[src/rtl/reg_writer.sv]
// reg_writer: 4-entry in-order write-back FIFO merging load and ALU results into a register-file write port
module reg_writer (
  input  logic        clk,
  input  logic        Reset,
  input  logic        alu_valid,
  input  logic [4:0]  alu_rd,
  input  logic [31:0] alu_data,
  output logic        alu_ready,
  input  logic        mem_valid,
  input  logic [4:0]  mem_rd,
  input  logic [31:0] mem_data,
  output logic        mem_ready,
  output logic [4:0]  Wn,
  output logic [31:0] Wd,
  output logic        a1,
  output logic [31:0] busy,
  output logic [2:0]  count
);
  logic [4:0]  rd_q [4];
  logic [31:0] data_q [4];
  logic [1:0]  wp, rp;
  logic        acc_mem, acc_alu, enq;
  logic [4:0]  in_rd;
  logic [31:0] in_data;
  assign mem_ready = !count[2];
  assign alu_ready = mem_ready && !mem_valid;
  assign acc_mem   = mem_valid && mem_ready;
  assign acc_alu   = alu_valid && alu_ready;
  assign in_rd     = acc_mem ? mem_rd : alu_rd;
  assign in_data   = acc_mem ? mem_data : alu_data;
  assign enq       = (acc_mem || acc_alu) && in_rd != 5'd0;
  assign a1        = count != 3'd0;
  assign Wn        = a1 ? rd_q[rp] : 5'd0;
  assign Wd        = a1 ? data_q[rp] : 32'd0;
  always_comb begin
    busy = '0;
    for (int i = 0; i < 4; i++)
      if ({1'b0, 2'(2'(i) - rp)} < count) busy[rd_q[i]] = 1'b1;
    busy[0] = 1'b0;
  end
  always_ff @(posedge clk or posedge Reset) begin
    if (Reset) begin
      wp    <= '0;
      rp    <= '0;
      count <= '0;
    end else begin
      wp    <= wp + 2'(enq);
      rp    <= rp + 2'(a1);
      count <= count + 3'(enq) - 3'(a1);
    end
  end
  always_ff @(posedge clk) begin
    if (enq && !Reset) begin
      rd_q[wp]   <= in_rd;
      data_q[wp] <= in_data;
    end
  end
endmodule

[config.mk]
export PLATFORM = sky130hd
export DESIGN_NAME = reg_writer
export DESIGN_NICKNAME = d
export VERILOG_FILES = /design/src/rtl/reg_writer.sv
export SDC_FILE = /design/constraint.sdc
export NUM_CORES = 1
export LEC_CHECK = 0
export BUFFER_PORTS_ARGS = -buffer_cell sky130_fd_sc_hd__buf_2
export CAP_MARGIN = 20
export CORE_UTILIZATION = 56
export CTS_BUF_LIST = sky130_fd_sc_hd__clkbuf_16
export DETAILED_ROUTE_END_ITERATION = 10
export GPL_TIMING_DRIVEN = 0
export PLACE_DENSITY = 0.9
export SYNTH_ARGS = -nofsm -noshare
export SYNTH_HDL_FRONTEND = slang
export SYNTH_SLANG_ARGS = --single-unit
[constraint.sdc]
create_clock -name clk -period 11.4 [get_ports clk]
set_input_delay 2.28 -clock clk [delete_from_list [all_inputs] [get_ports clk]]
set_output_delay 2.28 -clock clk [all_outputs]
set_load 0.02 [all_outputs]
==> reports/metrics.json <==
{
  "outcome": {
    "run_status": "completed"
  },
  "routing": {
    "detail_route.drc_violations": 0,
    "finalWirelength_um": 19600,
    "first_pass_iters": 6,
    "count_of_routing_violations_after_the_opening_detailed_route_iteration": 469,
    "ratio_of_routed_vias_to_standard_cells": 6.14,
    "dr_total_vias": 5260,
    "final_antenna_net_count": 0,
    "wire_per_inst_um": 22.9
  },
  "finish": {
    "postLayoutCoreUtil_pct": 70.2,
    "drive_gt1_share_pct": 44.3,
    "final_design_area_no_fill_mm2": 0.00930,
    "layout.cells.most_common": "sky130_fd_sc_hd__buf_2",
    "areaGrowthSynthToFinish_pct": 22.7,
    "layout.filler_cells": 901,
    "number_of_cells_in_the_finished_layout_apart_from_fillers": 856,
    "diodes": 0,
    "num-nets-final": 752,
    "most-common-layout-cells": "sky130_fd_sc_hd__buf_2 (157), sky130_fd_sc_hd__edfxtp_1 (148), sky130_fd_sc_hd__and2_1 (39)"
  },
  "timing": {
    "period_minus_slack_ps": 5710,
    "timing_max_transition_violations_final": 0,
    "worst_slew_margin_rel_pct": 31.2,
    "setup-tns-final_ps": 0,
    "grt_setup_unrepaired": "false",
    "min_period_over_period_pct": 50.1,
    "fin_ws_ps": 5690,
    "worst_clock_skew_ps": 5.10,
    "final_setup_violating_endpoints": 0,
    "tightestPinTransition_ps": 1020,
    "final_hold_viol_count": 0,
    "achievable-frequency_ghz": 0.175
  },
  "die": {
    "dieWidth_um": 118,
    "initial_core_utilization_pct": 57.2,
    "boundaryPins": 153,
    "die-area_mm2": 0.0140,
    "die_h_um": 118,
    "placeableCoreArea_mm2": 0.0132,
    "rows": 42
  },
  "clock_tree": {
    "postCtsSetupRepairBufs": 0,
    "hold_buffers": 0,
    "cts-resized-gates": 0,
    "clk_root_buffer_cell": "sky130_fd_sc_hd__clkbuf_16",
    "cts_tree": "yes",
    "clock_insertion_delay_worst_skew_ps": 420,
    "clock_tree.buffer_depth": 2,
    "tritoncts.num_buffers": 17,
    "cts_max_level": 4,
    "clkSinkCount": 155,
    "cts.reportedPaths.clkPinSlew_ps": 60
  },
  "setup_path": {
    "critPathMaxStageDelay_ps": 520,
    "critical_path_top_delay_cell": "sky130_fd_sc_hd__buf_1",
    "arrival_ps": 3430,
    "start_kind": "flop",
    "crit_fanout": 10,
    "path_cells": "buf_1 -> xor2_1 -> inv_1 -> ha_1 -> nand2b_1 -> o211ai_1 -> nor3b_1 -> o2bb2a_1 -> o221ai_1 -> buf_2",
    "endpoint_kind": "output port",
    "worstPathRequired_ps": 9120,
    "path_class": "flop to output port",
    "worstRegToRegCells": 9
  },
  "power": {
    "share_seq_of_total_power_pct": 33.2,
    "p_sw_share_pct": 37.6,
    "internal_power_w": 0.00145,
    "worst_ir_drop_vdd_mv": 0.176,
    "leakage_nw": 3.42,
    "power.share.combinational_pct": 44.4,
    "power.switching_w": 0.000873,
    "pwr-share-clk_pct": 22.4,
    "power_density_mw_per_mm2": 250
  },
  "placement": {
    "post-place-cells": 824,
    "post_dp_cell_area_mm2": 0.00874,
    "place_worst_setup_slack_ps": 6190,
    "number_of_buffer_cells_added_on_primary_ports": 151,
    "post-dp-hpwl_um": 14000,
    "gp_congestion": 0.905
  },
  "min_path": {
    "timing.hold.worst.class": "flop to flop",
    "hold-path-cell-count": 1
  },
  "grt": {
    "track_usage_pct": 29.3,
    "globalRoute.totalOverflow": 0,
    "wire_length_of_the_first_global_routing_pass_um": 30200,
    "grt_start_max_net_pins": 17,
    "grt_pass1_vias": 5465,
    "antenna_violations_before_repair": 1
  },
  "synthesis": {
    "yosys_warnings": 0,
    "synth_edf_count": 148,
    "postSynth.asyncResetShare_pct": 4.52,
    "post_synth.cell_area_avg_um2": 15.8,
    "yosys.cell_types.count": 55,
    "synth_top_cells_by_area": "sky130_fd_sc_hd__edfxtp_1 (59%), sky130_fd_sc_hd__mux4_2 (11%), sky130_fd_sc_hd__mux2_2 (5.5%)",
    "synth.ff_latch_count": 155,
    "synth.top_cell.area_share_pct": 58.7,
    "synth_nets": 565,
    "netlist.top_cell.by_area": "sky130_fd_sc_hd__edfxtp_1",
    "postSynth.topFlopCell": "sky130_fd_sc_hd__edfxtp_1",
    "ys_seq_area_share_pct": 61.0,
    "synthCells": 480,
    "netlist_area_before_placement_mm2": 0.00758
  },
  "job": {
    "max_cap_viol_count": 0
  }
}
[registers in the layout, indices dropped and copies added (netlist names)]
name,cells
rd_q,20
count,3
data_q,128
wp,2
rp,2
[power groups by stage]
stage / clock network [W] / logic [W] / registers, W
4_1_cts: 0.000526 / 0.00103 / 0.000769
2_1_floorplan: 0 / 0.000700 / 0.000777
3_3_place_gp: 0 / 0.000968 / 0.000781
3_5_place_dp: 0 / 0.00102 / 0.000780
5_1_grt: 0.000548 / 0.00110 / 0.000776
6_report: 0.000520 / 0.00103 / 0.000770
[path summary, 6_finish.rpt]
check                                        start                       to  slack [ps]
max in group asynchronous                    Reset          rp[0]$_DFF_PP0_        9330
worst max-delay path               rp[1]$_DFF_PP0_                  busy[2]        5690
min in group asynchronous                    Reset          wp[0]$_DFF_PP0_        1860
worst min-delay path               rp[0]$_DFF_PP0_          rp[0]$_DFF_PP0_         520
worst min register to register     rp[0]$_DFF_PP0_          rp[0]$_DFF_PP0_         520
worst max register to register  count[2]$_DFF_PP0_  data_q[0][31]$_DFFE_PP_        8200
[synth_stat cells, drive strengths merged, types with 2 or more instances]
cell,instances
edfxtp,148
and2,39
mux2,37
mux4,37
o221ai,27
a22oi,22
buf,17
nor2,14
clkbuf,12
inv,11
nand2,10
nand3b,9
nand2b,8
nand3,8
dfrtp,7
nor3,7
ha,6
nor2b,5
o21ai,5
or3b,5
or3,4
xnor2,4
nor3b,3
nor4,3
nor4b,3
xor2,3
a21oi,2
a221o,2
nand4,2
o211ai,2
o22a,2
o2bb2a,2
o32ai,2
or2,2
[worst max-delay path: cells and delay by family (launching register included)]
kind	cells	cell delay [ps]
compound gates	3	570
xor+xnor	1	280
fa+ha+maj	1	270
flops	1	450
buf+inv	3	810
simple gates	2	620
[metal layers]
| metal | vias up | wire (um) | part of all wire [%] | track usage [%] |
|---|---|---|---|---|
| li1 | 2331 | - | - | - |
| met1 | 2597 | 7650 | 39 | 36.3 |
| met2 | 290 | 9980 | 51 | 50.5 |
| met3 | 40 | 1550 | 7.9 | 7.09 |
| met4 | 2 | 424 | 2.2 | 10.0 |
| met5 | - | 13 | 0.066 | 0 |
[stage by stage]
stage | hold WS, ps | power, W
2_1_floorplan | 480 | 0.00148
3_3_place_gp | 488 | 0.00175
3_5_place_dp | 501 | 0.00180
4_1_cts | 518 | 0.00233
5_1_grt | 540 | 0.00242
6_report | 521 | 0.00232
[final cells by class]
type                       instances  area (um^2)  area share [%]
multi-input combinational        285         2800            30.1
timing repair buffer             168          921            9.90
tap                              176          220            2.37
clock inverter                    15          128            1.37
sequential                       155         4620            49.7
clock buffer                      17          425            4.58
inverter                          11         41.3           0.444
buffer                            29          144            1.55
[cell families after synthesis]
family / after synthesis / share of synthesized area, %
compound gates: 72 / 7.86
xor+xnor: 7 / 0.809
fa+ha+maj: 7 / 1.25
buf+inv: 40 / 2.44
flops: 155 / 61.0
mux: 74 / 16.5
other cells: 1 / 0.0495
simple gates: 124 / 10.1
(Power assumes the default switching activity.)
